File: config.mk
export PLATFORM = sky130hd
export DESIGN_NAME = heart_beat_monitor
export DESIGN_NICKNAME = d
export VERILOG_FILES = /design/src/rtl/heart_beat_pkg.sv /design/src/rtl/sync_edge_det.sv /design/src/rtl/heart_beat_monitor.sv
export SDC_FILE = /design/constraint.sdc
export NUM_CORES = 1
export LEC_CHECK = 0
export BUFFER_PORTS_ARGS = -buffer_cell sky130_fd_sc_hd__buf_2
export CAP_MARGIN = 15
export CORE_ASPECT_RATIO = 0.9
export CORE_MARGIN = 3
export CORE_UTILIZATION = 35
export DETAILED_ROUTE_END_ITERATION = 8
export PLACE_DENSITY = 0.5
export SKIP_CTS_REPAIR_TIMING = 1
export SYNTH_ARGS = -nofsm -noshare
export SYNTH_HDL_FRONTEND = slang
export SYNTH_SLANG_ARGS = --single-unit
File: constraint.sdc
create_clock -name i_clk -period 2.85 [get_ports i_clk]
set_input_delay 0.57 -clock i_clk [delete_from_list [all_inputs] [get_ports i_clk]]
set_output_delay 0.57 -clock i_clk [all_outputs]
set_load 0.05 [all_outputs]
File: src/rtl/heart_beat_pkg.sv
// -----------------------------------------------------------------------------
// heart_beat_pkg
// Shared timing model for the heartbeat generator and the heartbeat monitor.
// Both sides call hb_period() so that they agree on the nominal period.
//   hb_mon_state_t : monitor state encoding
//   RATE_DEBUG     : base rate used when IS_DEBUG = "true"
//   RATE_NORM      : base rate for normal builds
//   hb_period()    : nominal period P = 2*RATE/SPEED_GRADE in clocks
// -----------------------------------------------------------------------------
package heart_beat_pkg;

  typedef enum logic [1:0] {
    IDLE   = 2'd0,
    ACQ    = 2'd1,
    LOCKED = 2'd2,
    LOST   = 2'd3
  } hb_mon_state_t;

  localparam int RATE_DEBUG = 120;
  localparam int RATE_NORM  = 120_000_000;

  // Unsupported speed grades fall back to a divider of 2.
  function automatic int hb_period(input int speed_grade, input bit is_debug);
    int rate;
    int grade;
    rate = is_debug ? RATE_DEBUG : RATE_NORM;
    case (speed_grade)
      2, 3, 5, 6: grade = speed_grade;
      default:    grade = 2;
    endcase
    return (2 * rate) / grade;
  endfunction

endpackage

File: src/rtl/sync_edge_det.sv
// -----------------------------------------------------------------------------
// sync_edge_det
// Multi-flop synchroniser for an asynchronous level input, followed by a
// registered rising-edge detector. A rising edge on i_d produces a one-cycle
// o_rise pulse STAGES+1 clocks after the transition.
//   i_clk   : clock
//   i_a_rst : asynchronous active-high reset (clears every flop)
//   i_d     : asynchronous input
//   o_q     : synchronised level
//   o_rise  : one-cycle rising-edge pulse
// -----------------------------------------------------------------------------
module sync_edge_det #(
  parameter int STAGES = 2
) (
  input  logic i_clk,
  input  logic i_a_rst,
  input  logic i_d,
  output logic o_q,
  output logic o_rise
);

  // Fewer than two stages would not give metastability settling time.
  localparam int N = (STAGES < 2) ? 2 : STAGES;

  logic [N-1:0] r_sync;
  logic         r_prev;
  logic         r_rise;

  // NOTE: sequential state is assigned with <= so that every flop samples the
  // values from before the clock edge, independent of statement order.
  always_ff @(posedge i_clk or posedge i_a_rst) begin
    if (i_a_rst) begin
      r_sync <= '0;
      r_prev <= 1'b0;
      r_rise <= 1'b0;
    end else begin
      r_sync <= {r_sync[N-2:0], i_d};
      r_prev <= r_sync[N-1];
      r_rise <= r_sync[N-1] & ~r_prev;
    end
  end

  assign o_q    = r_sync[N-1];
  assign o_rise = r_rise;

endmodule

File: src/rtl/heart_beat_monitor.sv
// -----------------------------------------------------------------------------
// heart_beat_monitor
// Receive side of the board heartbeat. Synchronises the incoming blink-mode
// heartbeat, measures the rising-edge to rising-edge period and checks it
// against a window of P +/- (P >> TOL_SHIFT). Reports lock, loss and errors.
//   i_clk        : system clock
//   i_a_rst      : asynchronous active-high reset
//   i_heart_beat : asynchronous heartbeat input
//   o_alive      : high while LOCKED
//   o_lost       : high while LOST (no edge within MAX_P clocks)
//   o_err        : one-cycle pulse on a bad period or on timeout entry
//   o_period     : last measured period in clocks
//   o_period_vld : one-cycle pulse when o_period updates
//   o_err_cnt    : saturating error count
// Build option: define HEART_BEAT_MON_ERR_CNT_EN to implement o_err_cnt;
// without it o_err_cnt is tied to zero.
// -----------------------------------------------------------------------------
module heart_beat_monitor
  import heart_beat_pkg::*;
#(
  parameter int    SPEED_GRADE = 2,
  parameter string IS_DEBUG    = "false",
  parameter int    TOL_SHIFT   = 3,
  parameter int    LOCK_COUNT  = 4,
  parameter int    SYNC_STAGES = 2,
  localparam int   P           = hb_period(SPEED_GRADE, IS_DEBUG == "true"),
  localparam int   TOL         = P >> TOL_SHIFT,
  localparam int   MIN_P       = P - TOL,
  localparam int   MAX_P       = P + TOL,
  localparam int   PW          = $clog2(MAX_P + 2)
) (
  input  logic          i_clk,
  input  logic          i_a_rst,
  input  logic          i_heart_beat,
  output logic          o_alive,
  output logic          o_lost,
  output logic          o_err,
  output logic [PW-1:0] o_period,
  output logic          o_period_vld,
  output logic [15:0]   o_err_cnt
);

  localparam logic [PW-1:0] MIN_V  = PW'(MIN_P);
  localparam logic [PW-1:0] MAX_V  = PW'(MAX_P);
  localparam logic [3:0]    LOCK_V = 4'(LOCK_COUNT - 1);

  logic          w_rise;
  logic          w_timeout;
  logic          w_in_win;

  hb_mon_state_t r_state;
  logic [PW-1:0] r_cnt;
  logic [3:0]    r_good_cnt;
  logic          r_alive;
  logic          r_lost;
  logic          r_err;
  logic [PW-1:0] r_period;
  logic          r_period_vld;

  sync_edge_det #(
    .STAGES (SYNC_STAGES)
  ) u_sync (
    .i_clk   (i_clk),
    .i_a_rst (i_a_rst),
    .i_d     (i_heart_beat),
    .o_q     (),
    .o_rise  (w_rise)
  );

  // An edge in the same cycle the counter reaches MAX_P wins over timeout.
  assign w_timeout = (r_cnt == MAX_V) && !w_rise;
  assign w_in_win  = (r_cnt >= MIN_V) && (r_cnt <= MAX_V);

  // Edge-to-edge counter. It saturates at MAX_P, which also keeps it frozen
  // there while LOST.
  always_ff @(posedge i_clk or posedge i_a_rst) begin
    if (i_a_rst) begin
      r_cnt <= '0;
    end else if (w_rise) begin
      r_cnt <= PW'(1);
    end else if (r_cnt != MAX_V) begin
      r_cnt <= r_cnt + 1'b1;
    end
  end

  always_ff @(posedge i_clk or posedge i_a_rst) begin
    if (i_a_rst) begin
      r_state      <= IDLE;
      r_good_cnt   <= '0;
      r_alive      <= 1'b0;
      r_lost       <= 1'b0;
      r_err        <= 1'b0;
      r_period     <= '0;
      r_period_vld <= 1'b0;
    end else begin
      r_err        <= 1'b0;
      r_period_vld <= 1'b0;
      case (r_state)
        // First edge after reset only starts the measurement.
        IDLE: begin
          if (w_rise) begin
            r_state    <= ACQ;
            r_good_cnt <= '0;
          end
        end
        ACQ: begin
          if (w_rise) begin
            r_period     <= r_cnt;
            r_period_vld <= 1'b1;
            if (w_in_win) begin
              if (r_good_cnt == LOCK_V) begin
                r_state    <= LOCKED;
                r_alive    <= 1'b1;
                r_good_cnt <= '0;
              end else begin
                r_good_cnt <= r_good_cnt + 4'd1;
              end
            end else begin
              r_good_cnt <= '0;
              r_err      <= 1'b1;
            end
          end else if (w_timeout) begin
            r_state <= LOST;
            r_lost  <= 1'b1;
            r_err   <= 1'b1;
          end
        end
        LOCKED: begin
          if (w_rise) begin
            r_period     <= r_cnt;
            r_period_vld <= 1'b1;
            if (!w_in_win) begin
              r_state    <= ACQ;
              r_alive    <= 1'b0;
              r_good_cnt <= '0;
              r_err      <= 1'b1;
            end
          end else if (w_timeout) begin
            r_state <= LOST;
            r_alive <= 1'b0;
            r_lost  <= 1'b1;
            r_err   <= 1'b1;
          end
        end
        // The counter is stale here, so the recovering edge is not measured.
        LOST: begin
          if (w_rise) begin
            r_state    <= ACQ;
            r_lost     <= 1'b0;
            r_good_cnt <= '0;
          end
        end
        default: r_state <= IDLE;
      endcase
    end
  end

  assign o_alive      = r_alive;
  assign o_lost       = r_lost;
  assign o_err        = r_err;
  assign o_period     = r_period;
  assign o_period_vld = r_period_vld;

`ifdef HEART_BEAT_MON_ERR_CNT_EN
  logic [15:0] r_err_cnt;

  always_ff @(posedge i_clk or posedge i_a_rst) begin
    if (i_a_rst) begin
      r_err_cnt <= '0;
    end else if (r_err && (r_err_cnt != 16'hFFFF)) begin
      r_err_cnt <= r_err_cnt + 16'd1;
    end
  end

  assign o_err_cnt = r_err_cnt;
`else
  assign o_err_cnt = 16'h0000;
`endif

endmodule

# Word-level counts from Yosys, hierarchy flattened
# Cells that the tools add are included.
# W data, S select, Z words.
# totals
reg_bits	70
input_bits	3
output_inout_bits	48
wordCells	84
# classes
add_sub_neg	2
n_lt_le_gt_ge	2
eq_ne	19
muxes	34
n_bitwise	2
n_reduce_logical	14
# op_table
op	count
$mux W28	2
$add A28 B1 Y28 const B	1
$eq A28 B28 Y1 const B	1
$ge A28 B27 Y1 const B	1
$le A28 B28 Y1 const B	1
$ne A28 B28 Y1 const B	1
$mux W4	6
$mux W1	15
$mux W2	7
$pmux W4 S3	1
$reduce_and A4 Y1	3
$ne A2 B1 Y1 const B	5
$ne A3 B3 Y1 const B	3
$ne A2 B2 Y1 const B	4
$pmux W2 S3	1
$reduce_and A6 Y1	1
$reduce_bool A2 Y1	3
$add A4 B1 Y4 const B	1
$eq A2 B2 Y1 const B	2
$eq A4 B2 Y1 const B	1
$pmux W1 S2	2
$reduce_or A2 Y1	2
$ne A3 B2 Y1 const B	1
$eq A2 B1 Y1 const B	1
other kinds (6)	7

# Longest topological paths before layout
# depth
ltp_word	5
depth_mapped	8
mapped_depth_nobuf	8

# By module
# A second synthesis with hierarchy kept.
# unflattened
hier_cells	321
area_unflattened_um2	3444.6
# by_module_without_submodules
mod	n_inst	cells_each	area_per_inst_um2
heart_beat_monitor	1	315	3326.9
sync_edge_det	1	6	117.6

# Worst setup path after synthesis
# No wires, ideal clock.
# synth_timing
path_kind	register to register
from	register r_cnt[14]
to	register r_good_cnt[0]
setup_time_ns	0.077
arrival_time_ns	2.349
t_required_ns	2.773
setup_slack_ns	0.424
path_stages_with_launch	9
period_less_slack_ns	2.426
cell_sequence	dfrtp_1 -> or3_1 -> or4_1 -> a41oi_1 -> or3_1 -> buf_6 -> nand3_4 -> or4b_1 -> o21ai_1
# synth_via
elab_chain_cells	5
# synth_lines
item	line	source
from (decl)	heart_beat_monitor.sv:52	logic [PW-1:0] r_cnt;
from (signal assigned)	heart_beat_monitor.sv:82	r_cnt <= r_cnt + 1'b1;
$ge A28 B27 Y1 or $le A28 B28 Y1 (tied branches)	heart_beat_monitor.sv:72	assign w_in_win = (r_cnt >= MIN_V) && (r_cnt <= MAX_V);
$logic_and A1 B1 Y1 *	heart_beat_monitor.sv:72	
$mux W4	heart_beat_monitor.sv:110	if (w_in_win) begin
$mux W4	heart_beat_monitor.sv:107	if (w_rise) begin
$pmux W4 S3	heart_beat_monitor.sv:98	case (r_state)
to (signal assigned)	heart_beat_monitor.sv:116	r_good_cnt <= r_good_cnt + 4'd1;
to (decl)	heart_beat_monitor.sv:53	logic [3:0] r_good_cnt;
# Every way passes the cells marked *; elsewhere a longest branch is shown, timed or not. The select of a mux whose other input is x is not followed.
# A chain may end at the register's enable or synchronous reset.

# Worst setup path after layout
# layout_timing
from	register r_cnt[15]
to	register r_good_cnt[0]
# Same word-level chain as after synthesis.

==> metrics.csv <==
stage;metric;value;unit
pwr;internal_power;1.840;mW
pwr;pwr-share-comb;25.8;%
final_layout;multi_input_area;1531;sq um
die;fp-row-count;33;
timing;finalHoldViolCount;0;
timing;fin_worst_skew;0.01098;ns
clock_network;cts_tree;done;
final_layout;final_common_cell;dfrtp_1;
worst_setup_path;cp_slowest_cell;or4_1;
pwr;power.ir.vdd_worst;0.0003408;V
global_route;grt_max_degree;71;
pwr;p_clk_share;32.9;%
pwr;netSwitchingFraction;34.12;%
die;die-area;11090;sq um
drt;post-route-drc-count;0;
yosys;avgSynthCellArea;10.92;sq um
timing;setup_viol;0;
timing;post-route-period-util;94.67;%
placement;io_buffers;34;
yosys;synth_seq_area_share;50.74;%
worst_setup_path;worst-path-buf-inv;0;
yosys;synth.top_cell.area_share;50.74;%
clock_network;cts-root-buf;clkbuf_8;
clock_network;cts_buffers;9;
yosys;syn-cell-area;3452;sq um
worst_setup_path;worstPathRequired;3.12;ns
yosys;synth-seq-cells;70;
yosys;yosysWarningCount;0;
final_layout;regArea;1752;sq um
yosys;synth.largest_area_cell;dfrtp_1;
die;ioPinCount;51;
yosys;ys_types;56;
yosys;netlist_instances;316;
worst_setup_path;cp-startpoint;r_cnt[15];
final_layout;most-common-layout-cells;dfrtp_1, nor2_1, buf_2, mux2_2;
worst_setup_path;startpoint_type;flop;
drt;drt_iter0_drc;125;
global_route;overflow;0;
clock_network;htreeDepth;3;
clock_network;clock_latency;0.35;ns
worst_setup_path;r2r_start;r_cnt[15];
timing;fmax;370.6;MHz
worst_setup_path;regToRegSetupSlack;0.15;ns
drt;vias;2350;
drt;ant_nets;0;
clock_network;clk_pin_slew_worst_paths;0.08;ns
worst_setup_path;critical-path-top-delay-family;simple AND/OR/NAND/NOR gates;
clock_network;cts.sinks;70;
placement;gp_congestion;0.8149;
final_layout;fillers;914;
worst_setup_path;worst_setup_path_end_kind;flop;
outcome;status;complete, no violations;
timing;layout_min_cycle_time;2.698;ns
final_layout;drive_gt1_share;27.55;%
die;die_h;100.2;microns
final_layout;antenna_cells;0;
pwr;p_switching;0.9526;mW
final_layout;area_growth;14.90;%
pwr;finalPower;2.792;mW
global_route;grt_pass1_wl;12.30;mm
min_path;hold_class;in -> async;
yosys;synth.area.top_cells;dfrtp_1, mux2_2, nor2_1, buf_4, xor2_1;
worst_setup_path;crit_fanout;7;
pwr;p_seq_share;41.2;%
global_route;antenna_found_initial;0;
global_route;grt_pass1_vias;2457;
die;initial_core_util;36.83;%
worst_setup_path;cpMostUsedCell;or3_1;
final_layout;num-nets-final;368;
drt;wire_per_inst;14.25;microns
die;fp.coreArea;9373;sq um
run;drv_cap;0;
global_route;groute.usage.overall;13.64;%
drt;totalWireLength;6.913;mm
final_layout;fin_cells;485;
die;die_x;110.7;microns
drt;vias_per_cell;4.845;
timing;rsz0062_at_grt;false;
worst_setup_path;path_cells;or3_1, or4_1, a41oi_1, or3_1, nand3_4, or4b_1, o21ai_1;
pwr;power_leakage;1.915;nW
timing;drv_slew;0;
yosys;yosys_most_used_dff;dfrtp_1;
pwr;power_density;704.0;nW/um^2
worst_setup_path;critical_path_class;reg -> reg;
worst_setup_path;slowest_delay;0.51;ns
drt;dr.pass1.iters;4;
worst_setup_path;crit_arrival;2.97;ns
clock_network;cts_buffer_depth;2;
placement;placed_cells;469;
placement;dp_hpwl;4.784;mm
yosys;synthArstFlopShare;100.0;%
timing;setup_tns;0;ns
yosys;synth_edf_count;0;
-- cells by family after synthesis --
| family | synth area share [%] |
|---|---|
| AO/OA/AOI/OAI | 6.887 |
| XOR/XNOR | 6.089 |
| AND/OR/NAND/NOR | 17.29 |
| other | 0.1086 |
| flip-flops | 50.74 |
| buffers and inverters | 6.596 |
| adder cells (fa/ha/maj) | 2.537 |
| multiplexers | 9.750 |
-- per-stage QoR --
stage / hold slack (ns) / util (%) / setup slack, ns / cell area, sq um
floorplan: 0.3312 / - / 0.4243 / 3508
global placement: 0.3325 / 39.85 / 0.2754 / 3735
detailed placement: 0.3347 / 39.85 / 0.2112 / 3735
CTS: 0.2997 / 42.32 / 0.1604 / 3966
global route: 0.2978 / 42.32 / 0.03591 / 3966
finish: 0.2770 / 42.32 / 0.1520 / 3966
-- layout make-up --
type,count,share of cell area (%)
Clock buffer,10,3.470
Clock inverter,6,2.366
Inverter,15,1.420
Multi-Input combinational cell,220,38.61
Sequential cell,70,44.16
Tap cell,122,3.849
Timing Repair Buffer,42,6.120
-- Yosys cell counts (2+ instances only) --
| cell type | n |
|---|---|
| mux2_2 | 29 |
| or3_1 | 4 |
| nand3_1 | 13 |
| and3_1 | 3 |
| ha_1 | 7 |
| o21a_1 | 2 |
| a41oi_1 | 2 |
| xor2_1 | 14 |
| nor3_1 | 3 |
| clkbuf_1 | 3 |
| nand3b_1 | 2 |
| nor4_1 | 2 |
| o21ai_0 | 6 |
| a211oi_1 | 2 |
| buf_4 | 17 |
| xnor2_1 | 10 |
| a31oi_1 | 2 |
| inv_1 | 15 |
| and2_1 | 3 |
| nor2b_1 | 3 |
| a21oi_1 | 7 |
| nand2_1 | 16 |
| nand4b_1 | 2 |
| nand4_1 | 7 |
| or4_1 | 2 |
| dfrtp_1 | 70 |
| buf_1 | 3 |
| o2bb2ai_1 | 2 |
| nor2_1 | 37 |
| buf_2 | 2 |
-- state kept, by name, indices dropped and copies added (netlist names) --
signal         count
u_sync.o_rise      1
o_err              1
o_lost             1
r_cnt             28
r_state            2
o_period          28
o_period_vld       1
u_sync.r_prev      1
o_alive            1
u_sync.r_sync      2
r_good_cnt         4
-- power groups by stage --
stage,clock network [mW],registers [mW],logic (mW)
floorplan,0,1.28,0.470
global placement,0,1.17,0.724
detailed placement,0,1.17,0.727
CTS,0.954,1.15,0.729
global route,1.00,1.17,0.806
finish,0.920,1.15,0.722
-- worst reg2reg max path: cells and delay by family, from the launching register on --
family / cells / cell delay (ns)
AOI/OAI and AO/OA: 2 / 0.29
and+or+nand+nor: 5 / 1.85
DFF: 1 / 0.47
-- layer usage --
metal,global-route usage [%],vias to the layer above,share of wire (%),wire length (microns)
met3,3.737,5,3.5,244
li1,-,1144,-,-
met1,18.18,1156,50,3427
met2,21.27,45,46,3160
met4,5.303,0,1.2,80
met5,0,-,0,0
-- final timing paths --
kind	to	depth (start not counted)
max in group asynchronous	u_sync.o_rise	3
worst min register to register	u_sync.r_sync[1]	0
worst max-delay path	r_good_cnt[0]	7
worst min-delay path	o_lost	3
worst max register to register	r_good_cnt[0]	7
min in group i_clk	u_sync.r_sync[0]	1
No activity file was read; power rests on OpenSTA's default activity.
